`src/rtl/wb_bus_arbiter_if.sv`:
```
// Bus bundle between the CPU/DMA masters, the arbiter and the slave side.
// The slave modport is the arbiter's view. The master modport is the view of
// the surrounding masters and slave decoder.
interface wb_bus_arbiter_if #(
    parameter int NDMA = 2
);
    // CPU master side
    logic                   cpu_gnt;
    logic [15:0]            cpu_adr;
    logic [15:0]            cpu_dat_o;
    logic                   cpu_cyc;
    logic                   cpu_stb;
    logic                   cpu_we;
    logic [1:0]             cpu_sel;
    logic                   cpu_ack;
    // DMA master side, flattened per master
    logic [NDMA-1:0]        dma_req;
    logic [NDMA-1:0]        dma_gnt;
    logic [16*NDMA-1:0]     dma_adr;
    logic [16*NDMA-1:0]     dma_dat_o;
    logic [NDMA-1:0]        dma_cyc;
    logic [NDMA-1:0]        dma_stb;
    logic [NDMA-1:0]        dma_we;
    logic [2*NDMA-1:0]      dma_sel;
    logic [NDMA-1:0]        dma_ack;
    // Shared slave bus
    logic [15:0]            s_adr;
    logic [15:0]            s_dat_o;
    logic                   s_cyc;
    logic                   s_stb;
    logic                   s_we;
    logic [1:0]             s_sel;
    logic                   s_ack_i;
    logic                   bus_err;

    modport slave (
        input  cpu_adr, cpu_dat_o, cpu_cyc, cpu_stb, cpu_we, cpu_sel,
        input  dma_req, dma_adr, dma_dat_o, dma_cyc, dma_stb, dma_we, dma_sel,
        input  s_ack_i,
        output cpu_gnt, cpu_ack, dma_gnt, dma_ack,
        output s_adr, s_dat_o, s_cyc, s_stb, s_we, s_sel, bus_err
    );

    modport master (
        output cpu_adr, cpu_dat_o, cpu_cyc, cpu_stb, cpu_we, cpu_sel,
        output dma_req, dma_adr, dma_dat_o, dma_cyc, dma_stb, dma_we, dma_sel,
        output s_ack_i,
        input  cpu_gnt, cpu_ack, dma_gnt, dma_ack,
        input  s_adr, s_dat_o, s_cyc, s_stb, s_we, s_sel, bus_err
    );
endinterface

```
`src/rtl/wb_bus_arbiter.sv`:
```
// Wishbone bus arbiter: shares one slave bus between the CPU and NDMA DMA masters.
// The CPU owns the bus by default. DMA masters get round-robin tenures, and
// each tenure is separated from CPU ownership by one dead cycle on each side.
// Optional feature macro: ARB_WATCHDOG_EN. It adds a strobe watchdog that
// forces an ack and pulses bus_err after TIMEOUT-1 unacknowledged clocks.
// Without the macro, bus_err is tied low.
module wb_bus_arbiter #(
    parameter int NDMA    = 2
`ifdef ARB_WATCHDOG_EN
    ,
    parameter int TIMEOUT = 64
`endif
) (
    input  logic                 wb_clk_i,
    input  logic                 wb_rst_i,
    wb_bus_arbiter_if.slave      bus
);

    localparam int IW = (NDMA > 1) ? $clog2(NDMA) : 1;
    localparam logic [NDMA-1:0] ONE_HOT0 = NDMA'(1);

    typedef enum logic [1:0] {
        ST_CPU   = 2'd0,
        ST_GAP_D = 2'd1,
        ST_DMA   = 2'd2,
        ST_GAP_C = 2'd3
    } state_t;

    state_t             r_state;
    logic               r_cpu_gnt;
    logic [NDMA-1:0]    r_dma_gnt;
    logic [IW-1:0]      r_winner;
    logic [IW-1:0]      r_rr;

    logic [15:0]        w_s_adr;
    logic [15:0]        w_s_dat;
    logic               w_s_cyc;
    logic               w_s_stb;
    logic               w_s_we;
    logic [1:0]         w_s_sel;
    logic               w_wd_ack;
    logic               w_ack_any;

    // First requester at or after the round-robin pointer.
    function automatic logic [IW-1:0] f_pick(input logic [NDMA-1:0] req,
                                             input logic [IW-1:0]   rr);
        logic [IW-1:0] pick;
        logic          found;
        int            idx;
        pick  = rr;
        found = 1'b0;
        for (int i = 0; i < NDMA; i++) begin
            idx = (int'(rr) + i) % NDMA;
            if (!found && req[idx]) begin
                pick  = IW'(idx);
                found = 1'b1;
            end else begin
                found = found;
            end
        end
        return pick;
    endfunction

    // Pointer value after a tenure of master w ends (w+1 mod NDMA).
    function automatic logic [IW-1:0] f_next(input logic [IW-1:0] w);
        logic [IW-1:0] nxt;
        if (int'(w) >= NDMA - 1) begin
            nxt = {IW{1'b0}};
        end else begin
            nxt = w + IW'(1);
        end
        return nxt;
    endfunction

    // Ownership FSM. Grants, winner and round-robin pointer are all registered.
    always_ff @(posedge wb_clk_i) begin
        if (wb_rst_i) begin
            r_state   <= ST_CPU;
            r_cpu_gnt <= 1'b1;
            r_dma_gnt <= {NDMA{1'b0}};
            r_winner  <= {IW{1'b0}};
            r_rr      <= {IW{1'b0}};
        end else begin
            case (r_state)
                ST_CPU: begin
                    // A CPU cycle in progress keeps the bus. DMA waits for it to end.
                    if ((|bus.dma_req) && !bus.cpu_cyc) begin
                        r_state   <= ST_GAP_D;
                        r_cpu_gnt <= 1'b0;
                        r_winner  <= f_pick(bus.dma_req, r_rr);
                    end else begin
                        r_state   <= ST_CPU;
                        r_cpu_gnt <= 1'b1;
                    end
                end
                ST_GAP_D: begin
                    if (bus.dma_req[r_winner]) begin
                        r_state   <= ST_DMA;
                        r_dma_gnt <= ONE_HOT0 << r_winner;
                    end else begin
                        // The winner withdrew during the gap, so hand back to the CPU.
                        r_state   <= ST_GAP_C;
                        r_dma_gnt <= {NDMA{1'b0}};
                    end
                end
                ST_DMA: begin
                    if (!bus.dma_req[r_winner] && !bus.dma_cyc[r_winner]) begin
                        r_state   <= ST_GAP_C;
                        r_dma_gnt <= {NDMA{1'b0}};
                        r_rr      <= f_next(r_winner);
                    end else begin
                        r_state   <= ST_DMA;
                    end
                end
                ST_GAP_C: begin
                    // The CPU always gets a tenure between DMA tenures.
                    r_state   <= ST_CPU;
                    r_cpu_gnt <= 1'b1;
                end
                default: begin
                    r_state   <= ST_CPU;
                    r_cpu_gnt <= 1'b1;
                    r_dma_gnt <= {NDMA{1'b0}};
                end
            endcase
        end
    end

    // Slave bus mux, driven from the registered owner select. Gap states drive an idle bus.
    always_comb begin
        w_s_adr = 16'h0000;
        w_s_dat = 16'h0000;
        w_s_cyc = 1'b0;
        w_s_stb = 1'b0;
        w_s_we  = 1'b0;
        w_s_sel = 2'b00;
        if (r_cpu_gnt) begin
            w_s_adr = bus.cpu_adr;
            w_s_dat = bus.cpu_dat_o;
            w_s_cyc = bus.cpu_cyc;
            w_s_stb = bus.cpu_stb;
            w_s_we  = bus.cpu_we;
            w_s_sel = bus.cpu_sel;
        end else if (r_state == ST_DMA) begin
            w_s_adr = bus.dma_adr[16*int'(r_winner) +: 16];
            w_s_dat = bus.dma_dat_o[16*int'(r_winner) +: 16];
            w_s_cyc = bus.dma_cyc[r_winner] & r_dma_gnt[r_winner];
            w_s_stb = bus.dma_stb[r_winner] & r_dma_gnt[r_winner];
            w_s_we  = bus.dma_we[r_winner];
            w_s_sel = bus.dma_sel[2*int'(r_winner) +: 2];
        end else begin
            w_s_cyc = 1'b0;
            w_s_stb = 1'b0;
        end
    end

`ifdef ARB_WATCHDOG_EN
    localparam int WD_W = (TIMEOUT > 1) ? $clog2(TIMEOUT) : 1;

    logic [WD_W-1:0]    r_wd_cnt;
    logic               r_bus_err;

    // Count unacknowledged strobe clocks. The forced ack lands on the clock the count reaches TIMEOUT-1.
    always_ff @(posedge wb_clk_i) begin
        if (wb_rst_i) begin
            r_wd_cnt  <= {WD_W{1'b0}};
            r_bus_err <= 1'b0;
        end else if (w_s_stb && !w_ack_any) begin
            r_wd_cnt  <= r_wd_cnt + WD_W'(1);
            if (r_wd_cnt == WD_W'(TIMEOUT - 2)) begin
                r_bus_err <= 1'b1;
            end else begin
                r_bus_err <= 1'b0;
            end
        end else begin
            r_wd_cnt  <= {WD_W{1'b0}};
            r_bus_err <= 1'b0;
        end
    end

    assign w_wd_ack    = r_bus_err;
    assign bus.bus_err = r_bus_err;
`else
    assign w_wd_ack    = 1'b0;
    assign bus.bus_err = 1'b0;
`endif

    assign w_ack_any   = bus.s_ack_i | w_wd_ack;

    assign bus.s_adr   = w_s_adr;
    assign bus.s_dat_o = w_s_dat;
    assign bus.s_cyc   = w_s_cyc;
    assign bus.s_stb   = w_s_stb;
    assign bus.s_we    = w_s_we;
    assign bus.s_sel   = w_s_sel;

    assign bus.cpu_gnt = r_cpu_gnt;
    assign bus.dma_gnt = r_dma_gnt;
    assign bus.cpu_ack = w_ack_any & r_cpu_gnt;
    assign bus.dma_ack = {NDMA{w_ack_any}} & r_dma_gnt;

endmodule
```
`src/flat_wrapper.sv`:
```
// flat-port wrapper written by rule: the top's interface ports become plain ports
module wb_bus_arbiter_flat 
#(
    parameter int NDMA    = 2

)
  (wb_clk_i, wb_rst_i, bus_cpu_adr, bus_cpu_dat_o, bus_cpu_cyc, bus_cpu_stb, bus_cpu_we, bus_cpu_sel, bus_dma_req, bus_dma_adr, bus_dma_dat_o, bus_dma_cyc, bus_dma_stb, bus_dma_we, bus_dma_sel, bus_s_ack_i, bus_cpu_gnt, bus_cpu_ack, bus_dma_gnt, bus_dma_ack, bus_s_adr, bus_s_dat_o, bus_s_cyc, bus_s_stb, bus_s_we, bus_s_sel, bus_bus_err);
  wb_bus_arbiter_if #(.NDMA(NDMA)) bus_i ();
  input  logic wb_clk_i;
  input  logic wb_rst_i;
  input wire logic [$bits(bus_i.cpu_adr)-1:0] bus_cpu_adr;
  input wire logic [$bits(bus_i.cpu_dat_o)-1:0] bus_cpu_dat_o;
  input wire logic [$bits(bus_i.cpu_cyc)-1:0] bus_cpu_cyc;
  input wire logic [$bits(bus_i.cpu_stb)-1:0] bus_cpu_stb;
  input wire logic [$bits(bus_i.cpu_we)-1:0] bus_cpu_we;
  input wire logic [$bits(bus_i.cpu_sel)-1:0] bus_cpu_sel;
  input wire logic [$bits(bus_i.dma_req)-1:0] bus_dma_req;
  input wire logic [$bits(bus_i.dma_adr)-1:0] bus_dma_adr;
  input wire logic [$bits(bus_i.dma_dat_o)-1:0] bus_dma_dat_o;
  input wire logic [$bits(bus_i.dma_cyc)-1:0] bus_dma_cyc;
  input wire logic [$bits(bus_i.dma_stb)-1:0] bus_dma_stb;
  input wire logic [$bits(bus_i.dma_we)-1:0] bus_dma_we;
  input wire logic [$bits(bus_i.dma_sel)-1:0] bus_dma_sel;
  input wire logic [$bits(bus_i.s_ack_i)-1:0] bus_s_ack_i;
  output wire logic [$bits(bus_i.cpu_gnt)-1:0] bus_cpu_gnt;
  output wire logic [$bits(bus_i.cpu_ack)-1:0] bus_cpu_ack;
  output wire logic [$bits(bus_i.dma_gnt)-1:0] bus_dma_gnt;
  output wire logic [$bits(bus_i.dma_ack)-1:0] bus_dma_ack;
  output wire logic [$bits(bus_i.s_adr)-1:0] bus_s_adr;
  output wire logic [$bits(bus_i.s_dat_o)-1:0] bus_s_dat_o;
  output wire logic [$bits(bus_i.s_cyc)-1:0] bus_s_cyc;
  output wire logic [$bits(bus_i.s_stb)-1:0] bus_s_stb;
  output wire logic [$bits(bus_i.s_we)-1:0] bus_s_we;
  output wire logic [$bits(bus_i.s_sel)-1:0] bus_s_sel;
  output wire logic [$bits(bus_i.bus_err)-1:0] bus_bus_err;
  assign bus_i.cpu_adr = bus_cpu_adr;
  assign bus_i.cpu_dat_o = bus_cpu_dat_o;
  assign bus_i.cpu_cyc = bus_cpu_cyc;
  assign bus_i.cpu_stb = bus_cpu_stb;
  assign bus_i.cpu_we = bus_cpu_we;
  assign bus_i.cpu_sel = bus_cpu_sel;
  assign bus_i.dma_req = bus_dma_req;
  assign bus_i.dma_adr = bus_dma_adr;
  assign bus_i.dma_dat_o = bus_dma_dat_o;
  assign bus_i.dma_cyc = bus_dma_cyc;
  assign bus_i.dma_stb = bus_dma_stb;
  assign bus_i.dma_we = bus_dma_we;
  assign bus_i.dma_sel = bus_dma_sel;
  assign bus_i.s_ack_i = bus_s_ack_i;
  assign bus_cpu_gnt = bus_i.cpu_gnt;
  assign bus_cpu_ack = bus_i.cpu_ack;
  assign bus_dma_gnt = bus_i.dma_gnt;
  assign bus_dma_ack = bus_i.dma_ack;
  assign bus_s_adr = bus_i.s_adr;
  assign bus_s_dat_o = bus_i.s_dat_o;
  assign bus_s_cyc = bus_i.s_cyc;
  assign bus_s_stb = bus_i.s_stb;
  assign bus_s_we = bus_i.s_we;
  assign bus_s_sel = bus_i.s_sel;
  assign bus_bus_err = bus_i.bus_err;
  wb_bus_arbiter #(.NDMA(NDMA)) u_core (.wb_clk_i(wb_clk_i), .wb_rst_i(wb_rst_i), .bus(bus_i));
endmodule
```
`config.mk`:
```
export PLATFORM = sky130hd
export DESIGN_NAME = wb_bus_arbiter_flat
export DESIGN_NICKNAME = d
export VERILOG_FILES = /design/src/rtl/wb_bus_arbiter_if.sv /design/src/rtl/wb_bus_arbiter.sv /design/src/flat_wrapper.sv
export SDC_FILE = /design/constraint.sdc
export NUM_CORES = 1
export LEC_CHECK = 0
export ABC_AREA = 0
export ABC_CLOCK_PERIOD_IN_PS = 1260
export CAP_MARGIN = 20
export CORE_ASPECT_RATIO = 1.2
export CORE_MARGIN = 2
export CORE_UTILIZATION = 23
export DETAILED_ROUTE_END_ITERATION = 6
export PLACE_DENSITY = 0.76
export SYNTH_ARGS = -nofsm -noshare
export SYNTH_HDL_FRONTEND = slang
export SYNTH_SLANG_ARGS = --single-unit
```
`constraint.sdc`:
```
create_clock -name wb_clk_i -period 1.26 [get_ports wb_clk_i]
set_input_delay 0.189 -clock wb_clk_i [delete_from_list [all_inputs] [get_ports wb_clk_i]]
set_output_delay 0.189 -clock wb_clk_i [all_outputs]
set_load 0.005 [all_outputs]
```
==> out/metrics.yaml, run 1 <==
nNetsFinal: 478
h-tree-depth: 1
io_buffers: 158
vias: 1984
p_seq_share_pct: 12.4
hold_violations: 0
power_density_nw_per_um2: 784
die_area_um2: 5990
design.core.area_um2: 5230
drt_iter0_drc: 55
ys_ff_latch: 7
io_pins: 160
dr.pass1.iters: 4
switching_share_pct: 35.7
track_usage_pct: 21.3
fp.dieH_um: 84.4
post-route-min-period_ns: 1.56
numCtsBuffers: 3
place.gp.congestion: 0.847
fmax_mhz: 641
instances_no_fill: 418
p_leak_nw: 1.37
finalWorstSetupSlack_ns: -0.300
synth_fp_nets: 296
grt_start_max_net_pins: 12
dpl.hpwl_um: 4970
placed_area_um2: 3060
pwr-share-clk_pct: 12.6
synth_cells: 175
start_kind: "register"
ys_seq_area_share_pct: 11.3
drv_slew: 0
wl_per_cell_um: 15.9
dieWidth_um: 71.0
ys_types: 31
cts.sink_count: 7
maxCapViolations: 0
cp_max_fo: 9
ant_nets: 0
grt_pass1_wl_um: 10300
clockBufferDepth: 2
crit_arrival_ns: 1.37
grt_pass1_vias: 2138
wl_um: 6640
intPower_mw: 1.67
start_util_pct: 23.7
violations: "negative setup slack"
hold_class: "reg2reg"
cts_tree: "yes"
antenna_cells: 0
remaining_drc_errors: 0
design_area_um2: 3320
cts.clk_slew.worst_paths_ns: 0.04
grt_overflow: 0
critical_path_class: "reg2out"
syn_area_per_cell_um2: 7.08
end_kind: "primary output"
switching_power_mw: 0.930
combPwrFrac_pct: 75.0
setup_viol: 41
status: "finished with violations"
clkLatencyLatePin_ns: 0.23
vias_per_cell: 4.75
antenna_found_initial: 0
synth_warnings: 0
rows: 29
clockRootBuffer: "clkbuf_8"
period_share_pct: 124
layout-drive-gt1-share_pct: 32.3
numPlacedInstances: 407
clock_skew_ns: 0.00168
cts.hold.buffers_added: 0
reg2reg_depth: 6
holdPathStages: 2
synthToLayoutAreaGrowth_pct: 168
rsz0062_at_grt: "true"
rrSetupSlack_ns: -0.13
peakVddDrop_mv: 0.913
netlist_area_um2: 1240
crit_required_ns: 1.07
[placed cells by master, fill, tap and decap left out, types with 3 or more instances in the layout]
master and instances:
ha_4 3, clkdlybuf4s15_2 9, clkbuf_8 3, mux2i_1 30, dlygate4sd2_1 3, mux2i_2 7, o21ai_2 12, buf_12 4
o21ai_1 24, clkdlybuf4s15_1 3, and2_1 3, nand3b_1 3, clkdlybuf4s50_1 115, dfxtp_2 3, buf_4 17, buf_6 8
a21oi_1 3, buf_2 26, nand2_1 38
[sequential cells by signal, indices dropped and copies added, names as in the netlist]
name / count
u_core.r_state: 2
u_core.r_winner: 1
u_core.r_rr: 1
u_core.bus.dma_gnt: 2
u_core.bus.cpu_gnt: 1
[timing repair]
action / CTS / global route
cloned: 4 / 0
setup endpoints to repair: 47 / 44
setup buffers: 6 / 1
resized for setup: 205 / 39
pin swaps: 10 / 9
[through the flow]
step / total power [mW] / util [%] / TNS (ns) / hold slack, ns / worst slack, ns
final: 2.60 / 63.5 / -8.99 / 0.515 / -0.300
after global routing: 2.78 / 63.5 / -11.20 / 0.536 / -0.349
after CTS: 2.51 / 61.8 / -9.69 / 0.515 / -0.339
after detailed placement: 2.03 / 58.5 / -16.53 / 0.473 / -0.474
after global placement: 2.00 / 58.5 / -15.42 / 0.463 / -0.462
after floorplan: 0.963 / - / 0 / 0.253 / 0.00428
[critical path, stage by stage (launching register included)]
cell	delay (ns)
dfxtp_2	0.32
inv_2	0.07
ha_4	0.14
nand2b_4	0.09
buf_6	0.16
o21ai_4	0.15
clkdlybuf4s15_2	0.22
[power groups by stage]
stage	combinational (mW)	sequential, mW	clock (mW)
6_report	1.95	0.322	0.329
5_1_grt	2.12	0.330	0.333
4_1_cts	1.86	0.322	0.328
3_5_place_dp	1.73	0.306	0
3_3_place_gp	1.69	0.305	0
2_1_floorplan	0.654	0.309	0
[final cells by class]
type,instances,area (um2)
Tap cell,62,77.6
Timing Repair Buffer,191,1840
Inverter,4,15.0
Fill cell,478,1910
Multi-Input combinational cell,150,1190
Clock buffer,4,45.0
Sequential cell,7,151
[metal layers]
metal  GRT usage, %  wire length [um]
met2           41.2              3570
met5              0                 0
met3           2.76               406
met4           7.20               146
met1           23.1              2510
[synthesized netlist by cell type, drive strengths merged]
library cell / n / area [um2]
mux2i: 39 / 390
nand2: 38 / 143
o21ai: 37 / 185
buf: 10 / 70.1
dfxtp: 7 / 140
ha: 5 / 62.6
clkbuf: 4 / 18.8
inv: 4 / 15.0
a21oi: 3 / 15.0
and2: 3 / 18.8
nand2b: 3 / 18.8
nand3b: 3 / 22.5
nor2b: 3 / 18.8
nand3: 2 / 10.0
o21bai: 2 / 15.0
o22ai: 2 / 12.5
a2111oi: 1 / 15.0
a21o: 1 / 7.51
a31o: 1 / 8.76
and4bb: 1 / 16.3
conb: 1 / 3.75
nand4b: 1 / 8.76
nor2: 1 / 3.75
nor3: 1 / 5.00
o21a: 1 / 7.51
or2: 1 / 6.26
[logic make-up (layout without fill, tap and decap cells)]
logic type      Yosys count  in the layout  share of synthesized area (%)
compound gates           48             48                           21.5
fa+ha+maj                 5              5                           5.05
buf+inv                  18            199                           8.38
flops                     7              7                           11.3
mux                      39             39                           31.5
other cells               1              1                          0.303
simple gates             57             57                           21.9
[final timing paths]
check / to / start
worst max register to register: u_core.r_state[0] / u_core.r_state[0]
worst min register to register: u_core.r_rr / u_core.r_rr
worst min-delay path: u_core.r_rr / u_core.r_rr
worst max-delay path: bus_s_sel[0] / u_core.r_state[0]
Power figures use the tool's default switching activity.
==> inputs of run 2 (changes only) <==
- RECOVER_POWER: unset -> 100
==> run 2 against run 1 <==
  * The flow still finishes with violations (negative setup slack)
  * Sequential share of layout area barely moved
  * Die area is the same
  * Worst setup slack did not move
  * Final cell count is the same
  * Combinational power about the same
  * Wire length is essentially flat
  * Sequential power hardly changed
  * Flip-flop and latch count is the same
  * Fmax did not move
  * Clock skew is the same
  * Critical path type unchanged
  * Largest power group unchanged
  * Highest routed layer unchanged
==> out/metrics.yaml, run 2 (synthesis gave the netlist of run 1 again) <==
grt_pass1_wl_um: 10300  # unchanged
numCtsBuffers: 3  # unchanged
vias_per_cell: 4.75  # unchanged
use_met1_pct: 23.1  # unchanged
slowest_stage: "dfxtp_2"
h-tree-depth: 1  # unchanged
end_kind: "primary output"
dieWidth_um: 71.0  # unchanged
layout_common_cells: "115 x clkdlybuf4s50_1, 38 x nand2_1, 30 x mux2i_1, 26 x buf_2, 24 x o21ai_1"
post-route-min-period_ns: 1.56  # unchanged
cts.sink_count: 7  # unchanged
hold_violations: 0  # unchanged
gr-max-usage-layer: "met2"
start_util_pct: 23.7  # unchanged
cts_tree: "yes"
ant_nets: 0  # unchanged
grt_overflow: 0  # unchanged
hold_class: "reg2reg"
nNetsFinal: 478  # unchanged
cp_cell_sequence: "inv_2, ha_4, nand2b_4, buf_6, o21ai_4, clkdlybuf4s15_2"
cts.clk_slew.worst_paths_ns: 0.04  # about the same
remaining_drc_errors: 0  # unchanged
r2r-end: "u_core.r_state[0]"
status: "finished with violations"
numPlacedInstances: 407  # unchanged
grt_pass1_vias: 2138  # unchanged
holdPathEnd: "u_core.r_rr"
fp.dieH_um: 84.4  # unchanged
rsz0062_at_grt: "true"
die_area_um2: 5990  # unchanged
critical_path.max_stage_delay_ns: 0.32  # about the same
antenna_found_initial: 0  # unchanged
layout-drive-gt1-share_pct: 31.7  # -0.56 points
dpl.hpwl_um: 4970  # unchanged
design.core.area_um2: 5230  # unchanged
start_kind: "register"
setup_tns_ns: -8.99  # +0.00233 ns
cp_max_fo: 9  # unchanged
wl_um: 6630  # about the same
drt_iter0_drc: 55  # unchanged
io_buffers: 158  # unchanged
finalWorstSetupSlack_ns: -0.300  # unchanged
layout_commonest_cell: "clkdlybuf4s50_1"
grt_start_max_net_pins: 12  # unchanged
drv_slew: 0  # unchanged
vias: 1984  # unchanged
place.gp.congestion: 0.847  # unchanged
crit_path_start: "u_core.r_state[0]"
holdPathStages: 2  # unchanged
crit_required_ns: 1.07  # about the same
critical_path_class: "reg2out"
io_pins: 160  # unchanged
wl_per_cell_um: 15.9  # about the same
dr.pass1.iters: 4  # unchanged
crit_arrival_ns: 1.37  # about the same
clockRootBuffer: "clkbuf_8"
grt_use_met2_pct: 41.2  # unchanged
clock_skew_ns: 0.00168  # unchanged
met3_usage_pct: 2.76  # unchanged
rrSetupSlack_ns: -0.13  # about the same
fmax_mhz: 641  # unchanged
maxCapViolations: 0  # unchanged
p_leak_nw: 1.37  # -0.34%
instances_no_fill: 418  # unchanged
hp-start: "u_core.r_rr"
track_usage_pct: 21.3  # unchanged
reg2reg_depth: 6  # unchanged
cts.hold.buffers_added: 0  # unchanged
fillers: 478  # unchanged
violations: "negative setup slack"
rows: 29  # unchanged
whs_ns: 0.515  # unchanged
period_share_pct: 124  # unchanged
clkLatencyLatePin_ns: 0.23  # about the same
antenna_cells: 0  # unchanged
power_density_nw_per_um2: 784  # about the same
synthToLayoutAreaGrowth_pct: 168
setup_viol: 41  # unchanged
r2r_start: "u_core.r_state[0]"
clockBufferDepth: 2  # unchanged
peakVddDrop_mv: 0.913  # about the same
## run 2: worst max path at each step
stage	end	slack, ns	cells past startpoint
5_1_grt	bus_s_sel[0]	-0.35	6
6_report	bus_s_sel[0]	-0.30	6
3_5_place_dp	bus_s_sel[0]	-0.47	6
3_3_place_gp	bus_s_sel[0]	-0.46	6
4_1_cts	bus_s_stb	-0.34	6
2_1_floorplan	bus_s_cyc	0.004	6
## run 2: worst max-delay path: cells and delay by family, from the launching register on
| family | cells | cell delay, ns |
|---|---|---|
| buffers and inverters | 3 | 0.45 |
| AND/OR/NAND/NOR | 1 | 0.09 |
| AO/OA/AOI/OAI | 1 | 0.15 |
| adder cells (fa/ha/maj) | 1 | 0.14 |
| flip-flops | 1 | 0.32 |
## run 2: stage by stage
stage	cell area [um2]	setup WS [ns]	total power, mW	util (%)
after floorplan	1260	0.00428	0.963	-
after global placement	3060	-0.462	2.00	58.5
after detailed placement	3060	-0.474	2.03	58.5
after CTS	3230	-0.339	2.51	61.8
after global routing	3310	-0.349	2.78	63.4
final	3310	-0.300	2.60	63.4
## run 2: cell type report
type / count / area [um2] / area share, %
Sequential cell: 7 / 150 / 4.53
Clock buffer: 4 / 45.0 / 1.36
Tap cell: 62 / 77.6 / 2.34
Multi-Input combinational cell: 150 / 1190 / 36.0
Timing Repair Buffer: 191 / 1830 / 55.3
Inverter: 4 / 15.0 / 0.453
## run 2: power by group
part           switching [mW]  internal [mW]
combinational           0.773           1.18
sequential             0.0488          0.273
clock                   0.109          0.220
## run 2: metal layers
metal	up-vias	part of all wire (%)
met5	-	0
met4	0	2.2
met3	15	6.1
met2	94	54
met1	899	38
li1	976	-
## run 2: what timing repair did
action                                  CTS  global route
resized for setup                       205            39
gates cloned                              4             0
endpoints found under the setup margin   47            44
buffers inserted                          6             1
pin swaps                                10             9
==> inputs of run 3 (changes only) <==
- RECOVER_POWER: 100 -> unset
==> results of run 3 <==
No change in the layout: final DEF, timing and power equal those of run 1.
